File: config.mk
export PLATFORM = sky130hd
export DESIGN_NAME = instruction_aligner
export DESIGN_NICKNAME = d
export VERILOG_FILES = /design/src/rtl/instruction_aligner.sv
export SDC_FILE = /design/constraint.sdc
export NUM_CORES = 1
export LEC_CHECK = 0
export BUFFER_PORTS_ARGS = -buffer_cell sky130_fd_sc_hd__buf_2
export CAP_MARGIN = 20
export CORE_MARGIN = 3
export CORE_UTILIZATION = 28
export CTS_CLUSTER_SIZE = 40
export DETAILED_ROUTE_END_ITERATION = 10
export PLACE_DENSITY = 0.45
export SYNTH_ARGS = -nofsm -noshare
export SYNTH_HDL_FRONTEND = slang
export SYNTH_SLANG_ARGS = --single-unit
File: constraint.sdc
create_clock -name clk_i -period 3.6 [get_ports clk_i]
set_input_delay 0.18 -clock clk_i [delete_from_list [all_inputs] [get_ports clk_i]]
set_output_delay 0.18 -clock clk_i [all_outputs]
set_load 0.02 [all_outputs]
File: src/rtl/instruction_aligner.sv
// instruction_aligner: fetch-side parcel buffer between instruction memory and decode.
// Accepts aligned fetch words, queues them as 16-bit parcels and hands decode one
// complete instruction per handshake (16-bit compressed or 32-bit, possibly straddling
// two fetch words). Also owns the fetch address counter and redirect handling.
//
// Ports:
//   clk_i, rst_i        clock, asynchronous active-high reset
//   flush_i, flush_pc_i redirect request (highest priority) and halfword target
//   fetch_addr_o        address of the next fetch word (FetchBits/8 aligned)
//   fetch_valid_i/ready_o/data_i  fetch word handshake, little-endian parcels
//   instr_valid_o/ready_i         instruction handshake to decode
//   instr_o, instr_pc_o, compressed_o  instruction, its PC, 16-bit flag
module instruction_aligner #(
  parameter int unsigned        RegBits    = 32,
  parameter int unsigned        FetchBits  = 32,
  parameter int unsigned        BufParcels = 4,
  parameter logic [RegBits-1:0] ResetPc    = '0
) (
  input  logic                 clk_i,
  input  logic                 rst_i,
  input  logic                 flush_i,
  input  logic [RegBits-1:0]   flush_pc_i,
  output logic [RegBits-1:0]   fetch_addr_o,
  input  logic                 fetch_valid_i,
  output logic                 fetch_ready_o,
  input  logic [FetchBits-1:0] fetch_data_i,
  output logic                 instr_valid_o,
  input  logic                 instr_ready_i,
  output logic [31:0]          instr_o,
  output logic [RegBits-1:0]   instr_pc_o,
  output logic                 compressed_o
);

  localparam int unsigned FetchParcels = FetchBits / 16;
  localparam int unsigned OffBits      = $clog2(FetchBits / 8);
  localparam int unsigned SkipBits     = OffBits - 1;
  localparam int unsigned PtrBits      = $clog2(BufParcels);
  localparam int unsigned CntBits      = $clog2(BufParcels + 1);

  localparam logic [RegBits-1:0] AlignMask  = {{(RegBits - OffBits){1'b1}}, {OffBits{1'b0}}};
  localparam logic [RegBits-1:0] HalfMask   = {{(RegBits - 1){1'b1}}, 1'b0};
  localparam logic [CntBits-1:0] ReadyLimit = CntBits'(BufParcels - FetchParcels);

  logic [15:0]         queue_q [BufParcels];
  logic [PtrBits-1:0]  head_q, head_d;
  logic [PtrBits-1:0]  tail_q, tail_d;
  logic [CntBits-1:0]  count_q, count_d;
  logic [RegBits-1:0]  pc_q, pc_d;
  logic [RegBits-1:0]  fetch_addr_q, fetch_addr_d;
  logic [SkipBits-1:0] skip_q, skip_d;

  logic [15:0]         h0, h1;
  logic                is32;
  logic                head_valid;
  logic                accept;
  logic                issue;
  logic [CntBits-1:0]  push_cnt;
  logic [CntBits-1:0]  pop_cnt;

  // Head decode: a 32-bit instruction needs both of its parcels queued.
  always_comb begin
    h0         = queue_q[head_q];
    h1         = queue_q[head_q + PtrBits'(1)];
    is32       = (h0[1:0] == 2'b11);
    head_valid = is32 ? (count_q >= CntBits'(2)) : (count_q != '0);
  end

  // Handshakes; readiness uses the pre-pop count and flush gates both sides.
  always_comb begin
    instr_valid_o = head_valid && !flush_i;
    fetch_ready_o = (count_q <= ReadyLimit) && !flush_i;
    accept        = fetch_valid_i && fetch_ready_o;
    issue         = instr_valid_o && instr_ready_i;
    push_cnt      = CntBits'(FetchParcels) - CntBits'(skip_q);
    pop_cnt       = is32 ? CntBits'(2) : CntBits'(1);
  end

  // Instruction outputs, zeroed whenever nothing is being offered.
  always_comb begin
    instr_o      = '0;
    compressed_o = 1'b0;
    if (instr_valid_o) begin
      instr_o      = is32 ? {h1, h0} : {16'h0000, h0};
      compressed_o = !is32;
    end
    instr_pc_o   = pc_q;
    fetch_addr_o = fetch_addr_q;
  end

  // Next-state: flush overrides; otherwise accept and issue apply together.
  always_comb begin
    head_d       = head_q;
    tail_d       = tail_q;
    count_d      = count_q;
    pc_d         = pc_q;
    fetch_addr_d = fetch_addr_q;
    skip_d       = skip_q;
    if (flush_i) begin
      head_d       = '0;
      tail_d       = '0;
      count_d      = '0;
      pc_d         = flush_pc_i & HalfMask;
      fetch_addr_d = flush_pc_i & AlignMask;
      skip_d       = flush_pc_i[OffBits-1:1];
    end else begin
      if (accept) begin
        tail_d       = tail_q + PtrBits'(push_cnt);
        fetch_addr_d = fetch_addr_q + RegBits'(FetchBits / 8);
        skip_d       = '0;
      end
      if (issue) begin
        head_d = head_q + PtrBits'(pop_cnt);
        pc_d   = pc_q + (is32 ? RegBits'(4) : RegBits'(2));
      end
      count_d = count_q + (accept ? push_cnt : CntBits'(0)) - (issue ? pop_cnt : CntBits'(0));
    end
  end

  // Control state register.
  always_ff @(posedge clk_i or posedge rst_i) begin
    if (rst_i) begin
      head_q       <= '0;
      tail_q       <= '0;
      count_q      <= '0;
      pc_q         <= ResetPc;
      fetch_addr_q <= ResetPc & AlignMask;
      skip_q       <= ResetPc[OffBits-1:1];
    end else begin
      head_q       <= head_d;
      tail_q       <= tail_d;
      count_q      <= count_d;
      pc_q         <= pc_d;
      fetch_addr_q <= fetch_addr_d;
      skip_q       <= skip_d;
    end
  end

  // Parcel storage; skipped low parcels are not written and the rest pack from tail.
  always_ff @(posedge clk_i) begin
    if (accept) begin
      for (int i = 0; i < int'(FetchParcels); i++) begin
        if (i >= int'(skip_q)) begin
          queue_q[tail_q + PtrBits'(i - int'(skip_q))] <= fetch_data_i[16*i +: 16];
        end
      end
    end
  end

endmodule

==> impl_metrics.json, run 1 <==
{
  "cpPeakStageDelay_ns": 0.61,
  "power.switching_uw": 1930,
  "ys_seq_area_frac": 0.461,
  "dpl.hpwl_mm": 17.6,
  "status": "finished, final reports clean",
  "root_buffer": "clkbuf_16",
  "setup-tns-final_ns": 0,
  "synth.top_cell.area_share": 0.243,
  "cp-startpoint": "head_q[0]",
  "drive_gt1_frac": 0.374,
  "grt_pass1_wl_mm": 38.8,
  "synth_seq_cells": 133,
  "reg2reg_from": "head_q[0]",
  "avgViaCountPerCell": 5.05,
  "antenna_found_initial": 1,
  "p_int_uw": 3620,
  "crit_family": "simple AND/OR/NAND/NOR gates",
  "worstMarginPinSlew_ns": 1.05,
  "crit_arrival_ns": 3.52,
  "clockPowerShare": 0.323,
  "cts_tree": "yes",
  "cts_sinks": 133,
  "synth_cell_type_count": 56,
  "post_cts_buffers": 0,
  "synth_edf_count": 64,
  "synthTopCellsByArea": "edfxtp_1 24%, dfrtp_1 22%, mux2_2 9.7%",
  "syn2layout_area_growth_pct": 23.6,
  "power_leakage_uw": 0.00383,
  "ff2ff_path_depth": 9,
  "crit_chain": "mux4_2 -> nand2_1 -> inv_1 -> ha_1 -> a21oi_1 -> nor3b_1 -> o21ai_2 -> or4_1 -> a31oi_1",
  "synth_top_cell_by_area": "edfxtp_1",
  "synthCells": 703,
  "powerDensity_mw_per_mm2": 567,
  "die_h_um": 174,
  "grt.overflow.total": 0,
  "ys_async_sr_fraction": 0.519,
  "ant_nets": 0,
  "post_drt_wl_per_cell_um": 20.2,
  "finalCriticalPeriod_ns": 3.18,
  "core-area_mm2": 0.0274,
  "port_buffers": 163,
  "finalMaxSlewViolations": 0,
  "firstDrtPassIters": 5,
  "rrSetupSlack_ns": 0.42,
  "cp_slowest_cell": "mux4_2",
  "grt_pass1_vias": 6375,
  "drc": 0,
  "criticalPathCategory": "reg -> reg",
  "syn_area_mm2": 0.00792,
  "antenna_cells": 0,
  "path_clk_slew_ns": 0.06,
  "maxSlewHeadroom": 0.302,
  "routed_wl_mm": 25.2,
  "endpoint": "instr_pc_o[26]",
  "rsz0062_at_grt": "false",
  "period_share": 0.882,
  "fin_ws_ns": 0.423,
  "worstSetupEndpointType": "flop",
  "ir_drop_mv": 0.239,
  "skew_ns": 0.0181,
  "max_cap_viol_count": 0,
  "start_util": 0.289,
  "first_iter_violations": 461,
  "setup_viol": 0,
  "max_freq_mhz": 315,
  "via_count": 6303,
  "clk_latency_ns": 0.43,
  "final_hold_viol_count": 0,
  "fillers": 2788,
  "cts_buffers": 17,
  "sw_frac_of_total": 0.348,
  "rows": 60,
  "r2r_end": "instr_pc_o[26]",
  "hold_path_class": "in -> reg",
  "ios": 168,
  "start_kind": "flop",
  "clockBufferDepth": 2,
  "track_usage": 0.165,
  "synth_area_per_cell_um2": 11.3,
  "synthFlopType": "dfrtp_1",
  "cp_max_fo": 9,
  "final_nets": 945,
  "crit_required_ns": 3.95,
  "grt_max_degree": 57,
  "htree_levels": 4,
  "ys_warn_count": 0,
  "seq_power_share": 0.361,
  "dpl_worst_slack_ns": 0.386,
  "die_area_mm2": 0.0303,
  "critPathBufInv": 1,
  "share_comb_of_total_power": 0.316,
  "cp.depth": 9,
  "gp_congestion": 0.793,
  "fp.dieW_um": 174
}
[flip-flops by register name (all words and copies together), names as in the netlist]
name,cells
queue_q,64
head_q,2
count_q,3
instr_pc_o,31
tail_q,2
fetch_addr_o,30
skip_q,1
[power by group through the flow]
| stage | combinational, uW | sequential (uW) | clock [uW] |
|---|---|---|---|
| floorplan | 1150 | 2070 | 0 |
| global placement | 1780 | 2030 | 0 |
| detailed placement | 1790 | 2030 | 0 |
| CTS | 1800 | 2010 | 1820 |
| global route | 1930 | 2040 | 1890 |
| finish | 1760 | 2010 | 1790 |
[cell families after synthesis]
| family | share of synthesized area |
|---|---|
| xor+xnor | 0.0332 |
| simple gates | 0.139 |
| flops | 0.461 |
| buf+inv | 0.0368 |
| fa+ha+maj | 0.0218 |
| other cells | 0.000473 |
| mux | 0.191 |
| compound gates | 0.118 |
[cell type report]
class                           count  area [um2]  share of cell area
Clock buffer                       17         425              0.0435
Multi-Input combinational cell    503        4000               0.409
Clock inverter                     14         160              0.0164
Tap cell                          372         465              0.0475
Sequential cell                   133        3650               0.373
Timing Repair Buffer              189        1010               0.104
Inverter                           20        75.1             0.00767
[tightest hold or removal path, delay by kind of cell]
kind                   cells  cell delay, ns
AND/OR/NAND/NOR            2            0.14
buffers and inverters      1            0.08
[synthesized netlist by cell type, drive strengths merged, types with 5 or more instances]
cell and instances:
nand3 26, a31oi 22, and2 5, ha 9, xnor2 11, nor2 40, inv 20, xor2 19
mux2 68, dfrtp 69, or4 5, nand4 14, or3 6, clkbuf 37, buf 12, nor2b 33
o211ai 20, mux4 32, and3 9, o311ai 16, edfxtp 64, o21ai 54, o31ai 5, nand2 59
a21oi 6, nor3 6
[worst min-delay path by stage]
| stage | cells past startpoint | startpoint | slack (ns) | endpoint |
|---|---|---|---|---|
| after CTS | 3 | flush_pc_i[8] | 0.007 | fetch_addr_o[8] |
| after global routing | 3 | flush_pc_i[25] | 0.01 | fetch_addr_o[25] |
| after floorplan | 2 | flush_pc_i[4] | 0.30 | fetch_addr_o[4] |
| after global placement | 2 | rst_i | 0.35 | instr_pc_o[28] |
| after detailed placement | 2 | rst_i | 0.35 | instr_pc_o[28] |
| final | 3 | flush_pc_i[8] | 0.02 | fetch_addr_o[8] |
[metrics by stage]
step                      hold WS (ns)  area [um2]  cells  utilization  power [uW]
after floorplan                  0.296        7930    705            -        3220
final                           0.0189        9790   1248        0.357        5550
after global routing            0.0125        9790   1248        0.357        5860
after CTS                      0.00682        9790   1248        0.357        5630
after detailed placement         0.347        9190   1216        0.336        3820
after global placement           0.347        9190   1216        0.336        3810
[per-layer routing]
| metal | vias to the layer above | share of wire | GRT usage |
|---|---|---|---|
| met1 | 3098 | 0.43 | 0.208 |
| met5 | - | 0 | 0 |
| met3 | 24 | 0.054 | 0.0406 |
| li1 | 2983 | - | - |
| met4 | 0 | 0.016 | 0.0402 |
| met2 | 198 | 0.50 | 0.285 |
[cells in the final DEF, fill, tap and decap left out, drive strengths merged, types with 6 or more instances in the layout]
| master | n |
|---|---|
| nand4 | 14 |
| a21oi | 6 |
| or3 | 6 |
| and3 | 9 |
| buf | 188 |
| nor2 | 40 |
| dfrtp | 69 |
| clkbuf | 17 |
| nor3 | 6 |
| ha | 9 |
| mux2 | 68 |
| o311ai | 16 |
| nor2b | 33 |
| mux4 | 32 |
| inv | 22 |
| edfxtp | 64 |
| clkinv | 6 |
| o211ai | 20 |
| nand2 | 59 |
| xor2 | 19 |
| o21ai | 54 |
| nand3 | 26 |
| a31oi | 22 |
| xnor2 | 11 |
[timing repair]
action | CTS | global route
endpoints found under the hold margin | 30 | 0
hold buffers | 1 | 0
gates resized for setup | 0 | 0
(Power assumes the default switching activity.)
==> run 2: changes to the inputs <==
--- a/config.mk
+++ b/config.mk
@@ -5,7 +5,7 @@
 export SDC_FILE = /design/constraint.sdc
 export NUM_CORES = 1
 export LEC_CHECK = 0
-export BUFFER_PORTS_ARGS = -buffer_cell sky130_fd_sc_hd__buf_2
+export BUFFER_PORTS_ARGS = -buffer_cell sky130_fd_sc_hd__buf_4
 export CAP_MARGIN = 20
 export CORE_MARGIN = 3
 export CORE_UTILIZATION = 28
==> constraint.sdc (replaced) <==
create_clock -name clk_i -period 3.7 [get_ports clk_i]
set_input_delay 0.185 -clock clk_i [delete_from_list [all_inputs] [get_ports clk_i]]
set_output_delay 0.185 -clock clk_i [all_outputs]
set_load 0.02 [all_outputs]
==> impl_metrics.json, run 2 (synthesized netlist as in run 1, its figures left out) <==
{
  "crit_family": "simple AND/OR/NAND/NOR gates",
  "antenna_found_initial": 0,
  "drc": 0,
  "powerDensity_mw_per_mm2": 537,
  "largest_reg_flops": 64,
  "final_hold_viol_count": 0,
  "dpl.hpwl_mm": 17.9,
  "core-area_mm2": 0.0274,
  "cp_max_fo": 16,
  "start_util": 0.289,
  "most-common-layout-cells": "185 x buf_4, 68 x mux2_2, 68 x dfrtp_1",
  "skew_ns": 0.0162,
  "grt_pass1_vias": 6432,
  "clk_latency_ns": 0.42,
  "reg2reg_from": "head_q[0]",
  "start_kind": "flop",
  "r2r_end": "instr_pc_o[25]",
  "gp_congestion": 0.794,
  "status": "finished, final reports clean",
  "clockBufferDepth": 2,
  "ctsHoldBuffers": 2,
  "htree_levels": 4,
  "final_nets": 943,
  "worstSetupEndpointType": "output port",
  "post_drt_wl_per_cell_um": 20.5,
  "regMostFlops": "queue_q",
  "ios": 168,
  "fillers": 2769,
  "grt_max_degree": 57,
  "cts_buffers": 17,
  "rows": 60,
  "finalCriticalPeriod_ns": 3.16,
  "hold_path_class": "in -> reg",
  "syn2layout_area_growth_pct": 28.5,
  "crit_required_ns": 3.51,
  "die_area_mm2": 0.0303,
  "root_buffer": "clkbuf_16",
  "final-seq-area_mm2": 0.00365,
  "maxSlewHeadroom": 0.321,
  "post_cts_buffers": 0,
  "min_to": "fetch_addr_o[25]",
  "cts.repair.resized": 0,
  "critPathBufInv": 2,
  "ir_drop_mv": 0.312,
  "rrSetupSlack_ns": 0.54,
  "max_cap_viol_count": 0,
  "avgViaCountPerCell": 5.14,
  "final_cells": 1247,
  "hold_depth": 3,
  "fin_ws_ns": 0.537,
  "fp.dieW_um": 174,
  "first_iter_violations": 521,
  "hold_start": "flush_pc_i[25]",
  "antenna_cells": 0,
  "crit_arrival_ns": 2.98,
  "ff2ff_path_depth": 10,
  "cts_tree": "yes",
  "criticalPathCategory": "reg -> out",
  "rsz0062_at_grt": "false",
  "cpPeakStageDelay_ns": 0.72,
  "die_h_um": 174,
  "path_clk_slew_ns": 0.06,
  "setup-tns-final_ns": 0,
  "cp_slowest_cell": "nand3_1",
  "final_common_cell": "buf_4",
  "power_leakage_uw": 0.00392,
  "port_buffers": 163,
  "track_usage": 0.168,
  "multi_input_area_mm2": 0.00400,
  "via_count": 6409,
  "finalMaxSlewViolations": 0,
  "ant_nets": 0,
  "cts_sinks": 133,
  "routed_wl_mm": 25.6,
  "period_share": 0.855,
  "grt.overflow.total": 0,
  "max_freq_mhz": 316,
  "grt_pass1_wl_mm": 39.5,
  "worstMarginPinSlew_ns": 1.02,
  "placed_cells": 1213,
  "crit_chain": "mux4_2 -> nand2_1 -> inv_1 -> nand3_1 -> nor2b_1 -> buf_4",
  "drive_gt1_frac": 0.376,
  "setup_viol": 0,
  "firstDrtPassIters": 5,
  "dpl_worst_slack_ns": 0.525
}
[run 2: cell type report]
class                      count  share of cell area
clock buffer                  18              0.0421
clock inverter                14              0.0150
inverter                      20             0.00737
multi-input combinational    503               0.393
sequential                   133               0.358
tap                          372              0.0457
timing repair buffer         187               0.138
[run 2: worst register-to-register path: stages, from the launching register on]
cell	delay, ns
dfrtp_1	0.47
mux4_2	0.62
nand2_1	0.15
ha_1	0.19
fa_1	0.23
nand4_1	0.18
a211oi_4	0.35
buf_4	0.23
nor2_2	0.04
or4_1	0.46
a31oi_1	0.17
[run 2: how the worst max path moves through the flow]
stage / slack (ns) / depth (start not counted) / from / endpoint
detailed placement: 0.53 / 10 / head_q[0] / instr_pc_o[25]
global placement: 0.55 / 10 / head_q[0] / instr_pc_o[25]
global route: 0.24 / 6 / head_q[0] / instr_o[30]
floorplan: 0.48 / 10 / head_q[0] / instr_pc_o[26]
finish: 0.54 / 6 / head_q[0] / instr_o[30]
CTS: 0.36 / 6 / head_q[0] / instr_o[30]
[run 2: layer usage]
layer | vias up | global-route usage | part of all wire
met5 | - | 0 | 0
met4 | 0 | 0.0392 | 0.013
met2 | 231 | 0.286 | 0.50
li1 | 2993 | - | -
met1 | 3166 | 0.214 | 0.42
met3 | 19 | 0.0452 | 0.067
[run 2: per-stage QoR]
step | power (uW) | hold WS [ns] | utilization | cell area (um2)
global placement | 3820 | 0.364 | 0.350 | 9580
CTS | 5560 | 0.0102 | 0.372 | 10200
finish | 5470 | 0.0273 | 0.372 | 10200
global route | 5800 | 0.0163 | 0.372 | 10200
detailed placement | 3830 | 0.367 | 0.350 | 9580
floorplan | 3140 | 0.301 | - | 7930
[run 2: power by group]
| group | switching, uW | total, uW | internal (uW) |
|---|---|---|---|
| Combinational | 994 | 1810 | 819 |
| Sequential | 205 | 1960 | 1760 |
| Clock | 699 | 1700 | 999 |
| Total | 1900 | 5470 | 3570 |
==> run 3: changes to the inputs <==
==> constraint.sdc (replaced) <==
create_clock -name clk_i -period 4.1 [get_ports clk_i]
set_input_delay 0.205 -clock clk_i [delete_from_list [all_inputs] [get_ports clk_i]]
set_output_delay 0.205 -clock clk_i [all_outputs]
set_load 0.02 [all_outputs]
==> impl_metrics.json, run 3 (synthesized netlist as in run 1, its figures left out) <==
{
  "status": "finished, final reports clean",
  "antenna_cells": 0,
  "finalCriticalPeriod_ns": 3.52,
  "firstDrtPassIters": 4,
  "root_buffer": "clkbuf_16",
  "worstMarginPinSlew_ns": 0.991,
  "cts_buffers": 17,
  "grt_max_degree": 56,
  "ctsHoldBuffers": 1,
  "setup_viol": 0,
  "crit_arrival_ns": 3.87,
  "regMostFlops": "queue_q",
  "skew_ns": 0.0114,
  "grt_pass1_vias": 6321,
  "first_iter_violations": 457,
  "cpPeakStageDelay_ns": 0.65,
  "post_cts_buffers": 0,
  "critPathBufInv": 0,
  "core-area_mm2": 0.0274,
  "cts.repair.resized": 0,
  "finalMaxSlewViolations": 0,
  "crit_family": "compound AO/OA/AOI/OAI gates",
  "cp_slowest_cell": "mux4_2",
  "htree_levels": 4,
  "path_clk_slew_ns": 0.07,
  "total_power_uw": 5000,
  "grt.overflow.total": 0,
  "rrSetupSlack_ns": 0.58,
  "start_kind": "flop",
  "crit_required_ns": 4.44,
  "post_drt_wl_per_cell_um": 20.3,
  "routed_wl_mm": 25.2,
  "setup-tns-final_ns": 0,
  "worstSetupEndpointType": "flop",
  "period_share": 0.860,
  "clk_latency_ns": 0.42,
  "final_hold_viol_count": 0,
  "final_nets": 940,
  "via_count": 6305,
  "cts_tree": "yes",
  "ios": 168,
  "track_usage": 0.165,
  "dpl.hpwl_mm": 17.8,
  "start_util": 0.289,
  "cp_max_fo": 11,
  "ant_nets": 0,
  "drc": 0,
  "criticalPathCategory": "reg -> reg",
  "max_freq_mhz": 284,
  "clockBufferDepth": 2,
  "die_area_mm2": 0.0303,
  "avgViaCountPerCell": 5.07,
  "max_cap_viol_count": 0,
  "final_common_cell": "buf_4",
  "antenna_found_initial": 0,
  "ir_drop_mv": 0.280,
  "crit_chain": "mux4_2 -> nand2_1 -> ha_1 -> fa_1 -> nand4_1 -> a211oi_4 -> o21ai_2 -> or4_1 -> a31oi_1",
  "powerDensity_mw_per_mm2": 491,
  "power_leakage_uw": 0.00392,
  "drive_gt1_frac": 0.374,
  "rsz0062_at_grt": "false",
  "maxSlewHeadroom": 0.338,
  "gp_congestion": 0.768,
  "most-common-layout-cells": "183 x buf_4, 68 x mux2_2, 68 x dfrtp_1",
  "fillers": 2763,
  "rows": 60,
  "hold_path_class": "in -> reg",
  "port_buffers": 163,
  "syn2layout_area_growth_pct": 28.5,
  "die_h_um": 174,
  "fp.dieW_um": 174,
  "cts_sinks": 133,
  "largest_reg_flops": 64,
  "grt_pass1_wl_mm": 38.7
}
-- run 3: cell type report --
cell class	instances	area (um2)	area share
timing repair buffer	184	1380	0.136
inverter	20	75.1	0.00738
multi-input combinational	503	4000	0.393
sequential	133	3650	0.359
clock inverter	14	179	0.0176
tap	372	465	0.0457
clock buffer	17	425	0.0418
-- run 3: per-layer routing --
| layer | track usage | vias to the layer above | part of all wire |
|---|---|---|---|
| li1 | - | 2974 | - |
| met1 | 0.212 | 3117 | 0.43 |
| met2 | 0.273 | 193 | 0.48 |
| met3 | 0.0489 | 21 | 0.068 |
| met4 | 0.0416 | 0 | 0.016 |
| met5 | 0 | - | 0 |
-- run 3: per-stage QoR --
stage / std cells / area, um2 / hold slack [ns] / setup slack (ns) / util
6_report: 1243 / 10200 / 0.0411 / 0.576 / 0.371
4_1_cts: 1243 / 10200 / 0.0197 / 0.565 / 0.371
5_1_grt: 1243 / 10200 / 0.0292 / 0.342 / 0.371
3_3_place_gp: 1211 / 9560 / 0.314 / 0.610 / 0.349
2_1_floorplan: 705 / 7930 / 0.321 / 0.882 / -
3_5_place_dp: 1211 / 9560 / 0.316 / 0.597 / 0.349
-- run 3: power breakdown --
group          internal (uW)  switching (uW)  leakage [uW]
clock                    962             633      0.000286
sequential              1580             192       0.00141
combinational            739             887       0.00222
-- run 3: tightest hold or removal path, cell delays in order --
cell,delay (ns)
buf_4,0.09
nand2_1,0.04
o311ai_0,0.07
-- run 3: final timing paths --
kind,to,start,cells after the start
max in group asynchronous,fetch_addr_o[13],rst_i,4
max reg2reg,instr_pc_o[31],head_q[0],9
max,instr_pc_o[31],head_q[0],9
min in group asynchronous,instr_pc_o[28],rst_i,3
min reg2reg,fetch_addr_o[7],fetch_addr_o[7],1
min,fetch_addr_o[6],flush_pc_i[6],3
